$ cat config.mk
export PLATFORM = sky130hd
export DESIGN_NAME = upower_decode_queue
export DESIGN_NICKNAME = d
export VERILOG_FILES = /design/src/rtl/upower_isa_pkg.sv /design/src/rtl/upower_field_decode.sv /design/src/rtl/upower_decode_queue.sv
export SDC_FILE = /design/constraint.sdc
export NUM_CORES = 1
export LEC_CHECK = 0
export CORE_MARGIN = 4
export CORE_UTILIZATION = 50
export CTS_BUF_LIST = sky130_fd_sc_hd__clkbuf_4
export CTS_CLUSTER_DIAMETER = 150
export DETAILED_ROUTE_END_ITERATION = 7
export PLACE_DENSITY = 0.8
export SYNTH_ARGS = -nofsm -noshare
export SYNTH_HDL_FRONTEND = slang
export SYNTH_SLANG_ARGS = --single-unit
$ cat constraint.sdc
create_clock -name clk -period 4.8 [get_ports clk]
set_clock_uncertainty 0.2 [all_clocks]
set_input_delay 0.72 -clock clk [delete_from_list [all_inputs] [get_ports clk]]
set_output_delay 0.72 -clock clk [all_outputs]
set_load 0.005 [all_outputs]
$ cat src/rtl/upower_isa_pkg.sv
// upower_isa_pkg: shared uPower ISA definitions for the decode queue.
// Format tags, opcode / extended-opcode constants, field bit positions and
// the decoded-field bundle carried from the decoder into the output register.
package upower_isa_pkg;

    typedef enum logic [2:0] {
        FMT_X  = 3'd0,
        FMT_XO = 3'd1,
        FMT_D  = 3'd2,
        FMT_B  = 3'd3,
        FMT_I  = 3'd4,
        FMT_DS = 3'd5
    } fmt_t;

    // Primary opcodes
    localparam logic [5:0] OP_ADDI  = 6'd14;
    localparam logic [5:0] OP_ADDIS = 6'd15;
    localparam logic [5:0] OP_I     = 6'd18;
    localparam logic [5:0] OP_B     = 6'd19;
    localparam logic [5:0] OP_ORI   = 6'd24;
    localparam logic [5:0] OP_XORI  = 6'd26;
    localparam logic [5:0] OP_ANDI  = 6'd28;
    localparam logic [5:0] OP_31    = 6'd31;
    localparam logic [5:0] OP_LWZ   = 6'd32;
    localparam logic [5:0] OP_LBZ   = 6'd34;
    localparam logic [5:0] OP_STW   = 6'd36;
    localparam logic [5:0] OP_STWU  = 6'd37;
    localparam logic [5:0] OP_STB   = 6'd38;
    localparam logic [5:0] OP_LHZ   = 6'd40;
    localparam logic [5:0] OP_LHA   = 6'd42;
    localparam logic [5:0] OP_STH   = 6'd44;
    localparam logic [5:0] OP_LD    = 6'd58;
    localparam logic [5:0] OP_STD   = 6'd62;

    // 9-bit extended opcodes under primary 31 that select XO-form
    localparam logic [8:0] XO_ADD  = 9'd266;
    localparam logic [8:0] XO_SUBF = 9'd40;

    // Field LSB positions in the little-endian view of the 32-bit word
    localparam int OPCD_LSB = 26;
    localparam int RT_LSB   = 21;
    localparam int RA_LSB   = 16;
    localparam int RB_LSB   = 11;

    typedef struct packed {
        fmt_t       fmt;
        logic [5:0] opcode;
        logic [4:0] rt;
        logic [4:0] ra;
        logic [4:0] rb;
        logic [9:0] xo;
        logic       oe;
        logic       rc;
        logic       aa;
        logic       lk;
        logic [1:0] dsxo;
        logic       illegal;
    } dec_fields_t;

    // D-form primary opcodes
    function automatic logic is_d_opcode(input logic [5:0] op);
        case (op)
            OP_ADDI, OP_ADDIS, OP_ORI, OP_XORI, OP_ANDI, OP_LWZ, OP_LBZ,
            OP_STW, OP_STWU, OP_STB, OP_LHZ, OP_LHA, OP_STH: return 1'b1;
            default: return 1'b0;
        endcase
    endfunction

    // Every opcode this decoder understands
    function automatic logic is_known_opcode(input logic [5:0] op);
        return is_d_opcode(op) || (op == OP_I) || (op == OP_B) ||
               (op == OP_31) || (op == OP_LD) || (op == OP_STD);
    endfunction

endpackage

$ cat src/rtl/upower_field_decode.sv
// upower_field_decode: purely combinational uPower field parser.
// Picks the instruction format, extracts the fields that format uses (all
// others forced to 0) and builds one sign-extended, pre-shifted immediate.
// Optional: UPOWER_ILLEGAL_CHECK_EN flags unlisted opcodes as illegal and
// zeroes their fields instead of decoding them as DS-form.
module upower_field_decode
    import upower_isa_pkg::*;
#(
    parameter int IMM_W = 64
) (
    input  logic [31:0]      instr,
    output dec_fields_t      fields,
    output logic [IMM_W-1:0] imm
);

    logic [5:0] opcode;
    logic [8:0] xo9;
    fmt_t       fmt;
    logic       illegal;

    assign opcode = instr[OPCD_LSB +: 6];
    assign xo9    = instr[9:1];

`ifdef UPOWER_ILLEGAL_CHECK_EN
    assign illegal = !is_known_opcode(opcode);
`else
    assign illegal = 1'b0;
`endif

    // Format selection from primary opcode (and XO9 under opcode 31)
    always_comb begin
        if (opcode == OP_31) begin
            fmt = (xo9 == XO_ADD || xo9 == XO_SUBF) ? FMT_XO : FMT_X;
        end else if (is_d_opcode(opcode)) begin
            fmt = FMT_D;
        end else if (opcode == OP_B) begin
            fmt = FMT_B;
        end else if (opcode == OP_I) begin
            fmt = FMT_I;
        end else begin
            fmt = FMT_DS;
        end
    end

    // Field extraction: only fields of the selected format are driven
    always_comb begin
        fields         = '0;
        imm            = '0;
        fields.fmt     = fmt;
        fields.opcode  = opcode;
        fields.illegal = illegal;
        case (fmt)
            FMT_X: begin
                fields.rt = instr[RT_LSB +: 5];
                fields.ra = instr[RA_LSB +: 5];
                fields.rb = instr[RB_LSB +: 5];
                fields.xo = instr[10:1];
                fields.rc = instr[0];
            end
            FMT_XO: begin
                fields.rt = instr[RT_LSB +: 5];
                fields.ra = instr[RA_LSB +: 5];
                fields.rb = instr[RB_LSB +: 5];
                fields.xo = {1'b0, xo9};
                fields.oe = instr[10];
                fields.rc = instr[0];
            end
            FMT_D: begin
                fields.rt = instr[RT_LSB +: 5];
                fields.ra = instr[RA_LSB +: 5];
                imm       = IMM_W'($signed(instr[15:0]));
            end
            FMT_B: begin
                fields.rt = instr[RT_LSB +: 5];
                fields.ra = instr[RA_LSB +: 5];
                fields.aa = instr[1];
                fields.lk = instr[0];
                imm       = IMM_W'($signed({instr[15:2], 2'b00}));
            end
            FMT_I: begin
                fields.aa = instr[1];
                fields.lk = instr[0];
                imm       = IMM_W'($signed({instr[25:2], 2'b00}));
            end
            FMT_DS: begin
                // Illegal opcodes land here too; they travel with fields cleared
                if (!illegal) begin
                    fields.rt   = instr[RT_LSB +: 5];
                    fields.ra   = instr[RA_LSB +: 5];
                    fields.dsxo = instr[1:0];
                    imm         = IMM_W'($signed({instr[15:2], 2'b00}));
                end
            end
            default: begin
            end
        endcase
    end

endmodule

$ cat src/rtl/upower_decode_queue.sv
// upower_decode_queue: DEPTH-entry raw-instruction FIFO feeding a registered
// decode output stage, valid/ready on both sides. Capacity is DEPTH + 1.
// in_ready depends only on the queue count so fetch never waits on the consumer
// combinationally. An empty pipeline bypasses the queue: an instruction
// accepted at edge N is presented right after edge N.
// Optional: UPOWER_ILLEGAL_CHECK_EN (handled inside upower_field_decode).
module upower_decode_queue
    import upower_isa_pkg::*;
#(
    parameter int DEPTH = 2,
    parameter int IMM_W = 64
) (
    input  logic             clk,
    input  logic             rst,
    input  logic             flush,
    input  logic             in_valid,
    output logic             in_ready,
    input  logic [31:0]      in_instr,
    output logic             out_valid,
    input  logic             out_ready,
    output logic [2:0]       out_fmt,
    output logic [5:0]       out_opcode,
    output logic [4:0]       out_rt,
    output logic [4:0]       out_ra,
    output logic [4:0]       out_rb,
    output logic [9:0]       out_xo,
    output logic             out_oe,
    output logic             out_rc,
    output logic             out_aa,
    output logic             out_lk,
    output logic [1:0]       out_dsxo,
    output logic [IMM_W-1:0] out_imm,
    output logic             out_illegal
);

    localparam int PTR_W = (DEPTH > 1) ? $clog2(DEPTH) : 1;
    localparam int CNT_W = $clog2(DEPTH + 1);

    logic [31:0]      mem [DEPTH];
    logic [PTR_W-1:0] wr_ptr_reg, rd_ptr_reg;
    logic [PTR_W-1:0] wr_ptr_next, rd_ptr_next;
    logic [CNT_W-1:0] count_reg, count_next;

    dec_fields_t      out_fields_reg;
    logic [IMM_W-1:0] out_imm_reg;
    logic             out_valid_reg;

    logic             q_empty, load_out, push_acc, bypass, q_push, q_pop;
    logic [31:0]      dec_src;
    dec_fields_t      dec_fields;
    logic [IMM_W-1:0] dec_imm;

    assign in_ready = (count_reg < CNT_W'(DEPTH));
    assign q_empty  = (count_reg == '0);
    assign load_out = !out_valid_reg || out_ready;
    assign push_acc = in_valid && in_ready && !flush;
    assign q_pop    = load_out && !q_empty;
    assign bypass   = load_out && q_empty && push_acc;
    assign q_push   = push_acc && !bypass;

    // Decode the queue head when anything is queued, otherwise the live input
    assign dec_src = q_empty ? in_instr : mem[rd_ptr_reg];

    upower_field_decode #(
        .IMM_W (IMM_W)
    ) u_decode (
        .instr  (dec_src),
        .fields (dec_fields),
        .imm    (dec_imm)
    );

    // Pointer wrap and occupancy update
    always_comb begin
        wr_ptr_next = (wr_ptr_reg == PTR_W'(DEPTH - 1)) ? '0 : wr_ptr_reg + 1'b1;
        rd_ptr_next = (rd_ptr_reg == PTR_W'(DEPTH - 1)) ? '0 : rd_ptr_reg + 1'b1;
        case ({q_push, q_pop})
            2'b10:   count_next = count_reg + 1'b1;
            2'b01:   count_next = count_reg - 1'b1;
            default: count_next = count_reg;
        endcase
    end

    // Queue storage: data only, validity is tracked by the count
    always_ff @(posedge clk) begin
        if (q_push) begin
            mem[wr_ptr_reg] <= in_instr;
        end
    end

    // Queue pointers and count; flush empties the queue
    always_ff @(posedge clk or posedge rst) begin
        if (rst) begin
            wr_ptr_reg <= '0;
            rd_ptr_reg <= '0;
            count_reg  <= '0;
        end else if (flush) begin
            wr_ptr_reg <= '0;
            rd_ptr_reg <= '0;
            count_reg  <= '0;
        end else begin
            if (q_push) wr_ptr_reg <= wr_ptr_next;
            if (q_pop)  rd_ptr_reg <= rd_ptr_next;
            count_reg <= count_next;
        end
    end

    // Output register: reload when empty or being consumed, hold otherwise
    always_ff @(posedge clk or posedge rst) begin
        if (rst) begin
            out_valid_reg  <= 1'b0;
            out_fields_reg <= '0;
            out_imm_reg    <= '0;
        end else if (flush) begin
            out_valid_reg  <= 1'b0;
            out_fields_reg <= '0;
            out_imm_reg    <= '0;
        end else if (load_out) begin
            if (!q_empty || push_acc) begin
                out_valid_reg  <= 1'b1;
                out_fields_reg <= dec_fields;
                out_imm_reg    <= dec_imm;
            end else begin
                out_valid_reg  <= 1'b0;
            end
        end
    end

    assign out_valid   = out_valid_reg;
    assign out_fmt     = out_fields_reg.fmt;
    assign out_opcode  = out_fields_reg.opcode;
    assign out_rt      = out_fields_reg.rt;
    assign out_ra      = out_fields_reg.ra;
    assign out_rb      = out_fields_reg.rb;
    assign out_xo      = out_fields_reg.xo;
    assign out_oe      = out_fields_reg.oe;
    assign out_rc      = out_fields_reg.rc;
    assign out_aa      = out_fields_reg.aa;
    assign out_lk      = out_fields_reg.lk;
    assign out_dsxo    = out_fields_reg.dsxo;
    assign out_imm     = out_imm_reg;
    assign out_illegal = out_fields_reg.illegal;

endmodule
==> results of run 1 <==
## synthesized netlist by cell type (10+ instances only)
library cell	instances
a21oi_1	21
nor3_1	10
edfxtp_1	64
dfrtp_1	71
nand2_1	46
nor2_1	28
a22o_1	28
o21ai_0	39
clkbuf_1	10
buf_4	42
mux2_2	10
mux2i_1	41
## metrics by stage
step	cell area (sq um)	util, %	total power, mW	instances
floorplan	5971	-	1.476	479
global placement	7222	62.45	1.627	708
detailed placement	7222	62.45	1.640	708
CTS	7586	65.60	2.557	740
global route	7586	65.60	2.643	740
finish	7586	65.60	2.548	740
## power by group
group	leakage (nW)	switching [mW]	internal [mW]
Clock	0.195	0.452	0.481
Combinational	1.12	0.151	0.173
Sequential	1.54	0.0381	1.25
## worst max-delay path by stage
stage                                         end  slack (ns)  cells after the start
after floorplan               mem[1][0]$_DFFE_PP_        0.40                      4
after global placement      out_xo[3]$_DFFE_PP0P_        1.49                      7
after detailed placement    out_xo[8]$_DFFE_PP0P_        1.37                      7
after CTS                 out_imm[24]$_DFFE_PP0P_        1.42                      6
after global routing       out_imm[8]$_DFFE_PP0P_        1.14                      6
final                     out_imm[16]$_DFFE_PP0P_        1.38                      6
## cell families after synthesis
logic type | share of synthesized area, %
buf+inv | 7.628
simple gates | 8.089
compound gates | 12.99
mux | 8.990
other cells | 0.06281
flops | 61.94
xor+xnor | 0.2934
## final cells by class
type | count | share of cell area, %
flip-flops and latches | 135 | 48.77
multi-input cells | 276 | 24.25
repair buffers | 152 | 19.73
clock inverters | 15 | 3.117
well taps | 143 | 2.359
clock buffers | 17 | 1.682
inverters | 2 | 0.09896
## metal layers
layer | up-vias | track usage, % | share of wire (%)
li1 | 1918 | - | -
met1 | 2061 | 27.39 | 41
met2 | 215 | 34.73 | 49
met3 | 24 | 5.193 | 7.8
met4 | 0 | 7.034 | 1.5
met5 | - | 0 | 0
## worst max-delay path, delay by kind of cell, from the launching register on
kind,cells,cell delay [ns]
flops,1,1.01
simple gates,3,0.97
mux,2,0.92
compound gates,1,0.24
==> results.md, run 1 <==
* Status: finished, final reports clean
* Max_cap viols at 0
* Core ar. at ~0.012 sq mm
* Final setup fails at 0
* CTS Buf Count at 17
* FF-to-FF Start: rd_ptr_reg$_DFFE_PP0P_
* Hold Path Stages at 2
* H-Tree Level Count at 4
* Mean number of vias per cell at between 5 and 6
* Max-slew headroom at between 30% and 40%
* Worst IR drop on VDD at ~0.2 mV
* Clock Path Buffers at 2
* Hold_sp: out_rt[2]$_DFFE_PP0P_
* IO Port Bufs at between 100 and 150
* Initial antenna violation count at 0
* Die height at between 100 and 150 um
* Syn_area_per_cell at roughly 12 sq um
* Vias in the first global route at around 4200
* Pre-CTS setup slack at roughly 1.4 ns
* Commonest non-fill, non-tap cell in the layout: clkdlybuf4s50_1
* Fin crit share at between 70% and 80%
* Cell Area, Synth at ~0.006 sq mm
* Post-synthesis net count at ~520
* Setup repair after global routing missed its margin: no
* Fmax at between 0.2 and 0.3 GHz
* Global-route wire length before repair at 21.80 mm
* Worst-path clk slew at between 0.1 and 0.15 ns
* Synth Warn # at 0
* Slew Viols, Final at 0
* HP Class: reg -> reg
* Register area at around 0.0037 sq mm
* Residual DRC count at 0
* Worst-Margin Slew at approximately 1.0 ns
* DIE WIDTH at approximately 120 um
* Max incr delay on CP at slightly above 1 ns
* PwrDens at about 340 mW/mm^2
* HPWL after DPL at ~10 mm
* DR iter-0 viols at roughly 320
* Final Hold Vio Count at 0
* Multi-input logic area at 0.001839 sq mm
* Synth async-reset ratio at ~53%
* First-pass DRT Iterations at 5
* Setup Buffers After CTS at 0
* Drt total wl at 14.12 mm
* Final worst setup slack at between 1 and 1.5 ns
* Number of synthesized flops with an enable pin at 64
* CTS tree: yes
* Share of cells above drive strength 1 at 11.39%
* Worst EP required at ~5 ns
* Max reg flops at 64
* Worst-path cell chain: mux2_2 > mux2i_1 > or2b_1 > nor2_4 > nor2_1 > a22o_1
* Share of the synthesized area in the top cell type at approximately 32%
* Arrival @ worst endpoint at roughly 3.7 ns
* Critical-path top delay cell: dfrtp_2
* Sequential area share after synthesis at roughly three fifths
* Largest area contributor in the netlist: edfxtp_1
* Vias at roughly 4200
* Diodes inserted at 0
* Wire per inst at roughly 19 um
* Commonest non-fill, non-tap cells in the layout: clkdlybuf4s50_1, dfrtp_1, edfxtp_1
* Post-cts resize count at 0
* Cell count after synthesis at 479
* Worst Setup End Kind: flip-flop
* Area grow syn2layout at 27.05%
* Clock root buffer: clkbuf_4
* Clk sinks at ~140
* Flop and latch count out of synthesis at about 140
* Filler cell count at 852
* Yosys cell types at 50
* Final setup TNS at 0 ns
* Largest net degree at the start of global routing at between 50 and 60
* Worst skew pair latency at around 0.52 ns
* Worst-path fanout max at 34
* Reg2reg path depth at 6
* Hold_buf cts at 0
* Post-synth top flop: dfrtp_1
* Hold worst-path end: out_rt[2]$_DFFE_PP0P_
* GPL Wtd Cong at ~0.84
* Grt total ovfl at 0
* Tot GR Track Use at 21.04%
* Starting density of the core at between 50% and 60%
* CP startpoint: rd_ptr_reg$_DFFE_PP0P_
* Min cycle time layout at 3.417 ns
* Top post-synthesis cells by area: edfxtp_1, dfrtp_1, mux2i_1, buf_4, a22o_1
* LEAKAGE at around 2.9 nW
* CP Launch Type: flip-flop
* Layout Nets at about 620
* Hold Slack at roughly 0.29 ns
* I/O pin cnt at 144
* # rows at 39
* Setup CP Type: reg -> reg
* Antenna Violating Nets Remaining at 0
* R2R setup slack at around 1.4 ns
* Die area at around 0.014 sq mm
* R2r endpoint: out_imm[16]$_DFFE_PP0P_
Note: power is estimated with default switching activity, not from simulation.
==> inputs of run 2 (changes only) <==
==> constraint.sdc (replaced) <==
create_clock -name clk -period 3.24 [get_ports clk]
set_clock_uncertainty 0.2 [all_clocks]
set_input_delay 0.486 -clock clk [delete_from_list [all_inputs] [get_ports clk]]
set_output_delay 0.486 -clock clk [all_outputs]
set_load 0.005 [all_outputs]
==> results.md, run 2 (same netlist as run 1, synthesis figures left out) <==
* Commonest non-fill, non-tap cell in the layout: clkdlybuf4s50_1
* IO Port Bufs at ~140
* Fmax at around 0.34 GHz
* CP Launch Type: flip-flop
* Sw power at approximately 0.88 mW
* Worst-path clk slew at 0.13 ns
* Share of cells above drive strength 1 at 12.09%
* Worst EP required at approximately 3.4 ns
* Final setup fails at 0
* Layout Nets at 628
* Fin crit share at about 90%
* Pre-CTS setup slack at roughly 0.28 ns
* LEAKAGE at about 2.9 nW
* Largest net degree at the start of global routing at between 70 and 80
* Sw Ratio at about a quarter
* Tot GR Track Use at 21.23%
* Clock Path Buffers at 2
* CP top delay family: simple AND/OR/NAND/NOR gates
* Clock power frac at 34.2%
* Clk sinks at between 100 and 150
* Mean number of vias per cell at between 5 and 6
* Die height at 117.3 um
* HPWL after DPL at 9.948 mm
* Antenna Violating Nets Remaining at 0
* PwrDens at 477.5 mW/mm^2
* Diodes inserted at 0
* Worst-path fanout max at 11
* # rows at 39
* Commonest non-fill, non-tap cells in the layout: clkdlybuf4s50_1, dfrtp_1, edfxtp_1
* Share of total power in combinational logic at between 10% and 20%
* Final Hold Vio Count at 0
* Min cycle time layout at roughly 2.9 ns
* Starting density of the core at between 50% and 60%
* Arrival @ worst endpoint at roughly 3.1 ns
* Pwr Total at between 3 and 4 mW
* I/O pin cnt at approximately 140
* Area grow syn2layout at 27.70%
* DIE WIDTH at 117.3 um
* Non-Filler Instances at between 700 and 800
* First-pass DRT Iterations at 7
* Hold_buf cts at 0
* Pint at about 2.8 mW
* H-Tree Level Count at 4
* Drt total wl at 14.18 mm
* Vias in the first global route at approximately 4300
* Wire per inst at 18.98 um
* Initial antenna violation count at 0
* Status: finished, final reports clean
* Die area at 0.01375 sq mm
* Global-route wire length before repair at between 20 and 25 mm
* Area after detailed placement at between 0.007 and 0.008 sq mm
* Worst-Margin Slew at 0.9824 ns
* Worst-path cell chain: or2_1 > buf_4 > a21oi_1 > nand4_1 > or2_0 > nand2_2 > o21ai_0
* DR iter-0 viols at between 200 and 250
* Final instance area at 0.007625 sq mm
* CTS Buf Count at 17
* CTS tree: yes
* Grt total ovfl at 0
* Post-Place Cells at 715
* Setup repair after global routing missed its margin: no
* Worst skew pair latency at roughly 0.52 ns
* Max_cap viols at 0
* Core ar. at between 0.01 and 0.015 sq mm
* Hold Slack at 0.1436 ns
* Worst IR drop on VDD at 0.4275 mV
* Max reg flops at between 60 and 70
* Clock root buffer: clkbuf_4
* Max-slew headroom at approximately a third
* Setup Buffers After CTS at 0
* Max incr delay on CP at approximately 0.51 ns
* Final worst setup slack at about 0.33 ns
* HP Class: in -> async
* Seq pwr share at a little over half
* Residual DRC count at 0
* Worst Setup End Kind: flip-flop
* Critical-path top delay cell: dfrtp_1
* Vias at about 4100
* Slew Viols, Final at 0
* CP Buf/Inv Count at 1
* Setup CP Type: reg -> reg
* GPL Wtd Cong at between 0.9 and 1
* Final setup TNS at 0 ns
* Post-cts resize count at 0
* Layout Utilization at between 60% and 70%
## run 2: cell types whose count changed in the layout (fill, tap and decap cells not counted), moves of 2 or more
cell	before	now
inv_6	7	1
buf_4	10	16
clkbuf_4	17	20
clkinv_1	0	2
clkinv_4	1	3
## run 2: power groups by stage
stage	sequential, mW	clock [mW]	combinational (mW)
2_1_floorplan	1.93	0	0.258
3_3_place_gp	1.93	0	0.487
5_1_grt	1.91	1.33	0.539
3_5_place_dp	1.94	0	0.499
4_1_cts	1.90	1.25	0.502
6_report	1.90	1.24	0.497
## run 2: area by class of cell
cell class,instances,area [sq um]
multi-input combinational,276,1852
inverter,2,7.507
sequential,135,3700
fill,843,3940
clock inverter,12,175.2
tap,143,178.9
clock buffer,20,150.1
timing repair buffer,159,1562
## run 2: worst paths after layout
kind | cells past startpoint | slack (ns) | startpoint | endpoint
max in group asynchronous | 3 | 2.37 | rst | rd_ptr_reg$_DFFE_PP0P_
min | 3 | 0.14 | rst | out_imm[17]$_DFFE_PP0P_
max reg2reg | 7 | 0.33 | count_reg[1]$_DFFE_PP0P_ | out_fmt[1]$_DFFE_PP0P_
max | 7 | 0.33 | count_reg[1]$_DFFE_PP0P_ | out_fmt[1]$_DFFE_PP0P_
min in group clk | 2 | 0.30 | out_opcode[4]$_DFFE_PP0P_ | out_opcode[4]$_DFFE_PP0P_
min reg2reg | 2 | 0.30 | out_opcode[4]$_DFFE_PP0P_ | out_opcode[4]$_DFFE_PP0P_
## run 2: layer usage
layer | vias to the layer above | share of wire (%) | track usage (%)
li1 | 1925 | - | -
met1 | 2050 | 42 | 27.65
met2 | 155 | 52 | 34.99
met3 | 16 | 5.6 | 5.141
met4 | 0 | 1.0 | 7.263
met5 | - | 0 | 0
## run 2: worst reg2reg max path, cell delays in order (launching register included)
cell and delay, ns:
dfrtp_1 0.51, or2_1 0.31, buf_4 0.19, a21oi_1 0.32, nand4_1 0.27, or2_0 0.50, nand2_2 0.33, o21ai_0 0.16
==> inputs of run 3 (changes only) <==
--- a/config.mk
+++ b/config.mk
@@ -5,6 +5,7 @@
 export SDC_FILE = /design/constraint.sdc
 export NUM_CORES = 1
 export LEC_CHECK = 0
+export CORE_ASPECT_RATIO = 1.75
 export CORE_MARGIN = 4
 export CORE_UTILIZATION = 50
 export CTS_BUF_LIST = sky130_fd_sc_hd__clkbuf_4
==> results.md, run 3 (same netlist as run 1, synthesis figures left out) <==
* Status: finished, final reports clean
* Worst-path fanout max at 13
* Area after detailed placement at roughly 0.0073 sq mm
* Tot GR Track Use at approximately a fifth
* Area grow syn2layout at 27.83%
* First-pass DRT Iterations at 4
* CP Launch Type: flip-flop
* Post-cts resize count at 0
* LEAKAGE at about 2.9 nW
* DIE WIDTH at between 90 and 100 um
* Clk sinks at 135
* GPL Wtd Cong at 0.8794
* Worst Setup End Kind: flip-flop
* Final Hold Vio Count at 0
* Final instance area at 0.007632 sq mm
* Final setup TNS at 0 ns
* Antenna Violating Nets Remaining at 0
* Worst EP required at approximately 3.5 ns
* Commonest non-fill, non-tap cells in the layout: clkdlybuf4s50_1, dfrtp_1, edfxtp_1
* Grt total ovfl at 0
* CTS Buf Count at 17
* IO Port Bufs at between 100 and 150
* Max reg flops at between 60 and 70
* Worst-Margin Slew at ~0.80 ns
* Worst-path clk slew at between 0.1 and 0.15 ns
* HP Class: in -> async
* Slew Viols, Final at 0
* CTS tree: yes
* DR iter-0 viols at 308
* I/O pin cnt at roughly 140
* Max-slew headroom at between 40% and 50%
* Max_cap viols at 0
* Worst IR drop on VDD at between 0.3 and 0.4 mV
* Setup Buffers After CTS at 0
* Pre-CTS setup slack at about 0.4 ns
* Fmax at 0.3699 GHz
* Arrival @ worst endpoint at between 2 and 3 ns
* Fin crit share at between 80% and 90%
* Vias in the first global route at around 4400
* Residual DRC count at 0
* Hold_buf cts at 0
* Clock Path Buffers at 2
* Global-route wire length before repair at ~23 mm
* Commonest non-fill, non-tap cell in the layout: clkdlybuf4s50_1
* Setup CP Type: reg -> reg
* # rows at 52
* Min cycle time layout at about 2.7 ns
* Starting density of the core at between 50% and 60%
* Largest net degree at the start of global routing at 72
* Die height at about 150 um
* Layout Nets at 628
* Drt total wl at 14.28 mm
* Initial antenna violation count at 2
* Clock root buffer: clkbuf_4
* H-Tree Level Count at 4
* PwrDens at 471.4 mW/mm^2
* Vias at about 4200
* Setup repair after global routing missed its margin: no
* Wire per inst at ~19 um
* Die area at around 0.014 sq mm
* Hold Slack at ~0.12 ns
* Pwr Total at approximately 3.6 mW
* Worst skew pair latency at 0.52 ns
* Final worst setup slack at roughly 0.54 ns
* HPWL after DPL at 10.36 mm
* Final setup fails at 0
* Share of cells above drive strength 1 at between 10 and 15%
* Core ar. at roughly 0.012 sq mm
* Mean number of vias per cell at 5.723
-- run 3: cell count changes in the layout (fill, tap and decap cells not counted) --
cell / delta
buf_12: +2
buf_4: -2
clkbuf_4: +1
clkinv_2: +3
clkinv_4: -3
diode_2: +2
inv_6: -1
-- run 3: path summary, 6_finish.rpt --
| path | depth (start not counted) | from | slack, ns | end |
|---|---|---|---|---|
| setup / recovery | 6 | rd_ptr_reg$_DFFE_PP0P_ | 0.54 | out_imm[18]$_DFFE_PP0P_ |
| hold / removal | 3 | rst | 0.12 | out_rt[0]$_DFFE_PP0P_ |
| setup reg to reg | 6 | rd_ptr_reg$_DFFE_PP0P_ | 0.54 | out_imm[18]$_DFFE_PP0P_ |
| hold reg to reg | 2 | out_rt[1]$_DFFE_PP0P_ | 0.29 | out_rt[1]$_DFFE_PP0P_ |
| max in group asynchronous | 3 | rst | 2.34 | rd_ptr_reg$_DFFE_PP0P_ |
| min in group clk | 2 | out_rt[1]$_DFFE_PP0P_ | 0.29 | out_rt[1]$_DFFE_PP0P_ |
-- run 3: metal layers --
metal | vias to the layer above | GRT usage (%) | wire length [um]
met5 | - | 0 | 0
met4 | 0 | 11.61 | 612
met3 | 51 | 5.534 | 868
met2 | 180 | 37.81 | 7704
met1 | 2076 | 22.83 | 5094
li1 | 1934 | - | -
-- run 3: final cells by class --
type / instances / area, sq um
Timing Repair Buffer: 159 / 1587
Inverter: 2 / 7.507
Antenna cell: 2 / 5.005
Multi-Input combinational cell: 276 / 1852
Clock inverter: 11 / 155.1
Sequential cell: 135 / 3700
Clock buffer: 21 / 157.7
Tap cell: 135 / 168.9
Fill cell: 861 / 4014
-- run 3: stage by stage --
step | std cells | utilization [%]
2_1_floorplan | 479 | -
3_3_place_gp | 707 | 62.81
3_5_place_dp | 707 | 62.81
4_1_cts | 739 | 65.49
5_1_grt | 741 | 65.54
6_report | 741 | 65.54
-- run 3: critical path, cell delays in order, from the launching register on --
cell and delay, ns:
dfrtp_2 0.59, mux2_2 0.38, mux2i_1 0.27, or2b_1 0.24
nor2_4 0.10, nor2_1 0.62, a22o_1 0.24
-- run 3: power by group --
group,leakage (nW),total (mW),switching [mW],internal (mW)
combinational,1.17,0.505,0.239,0.266
clock,0.172,1.20,0.562,0.637
sequential,1.54,1.89,0.0392,1.85
total,2.88,3.60,0.840,2.76
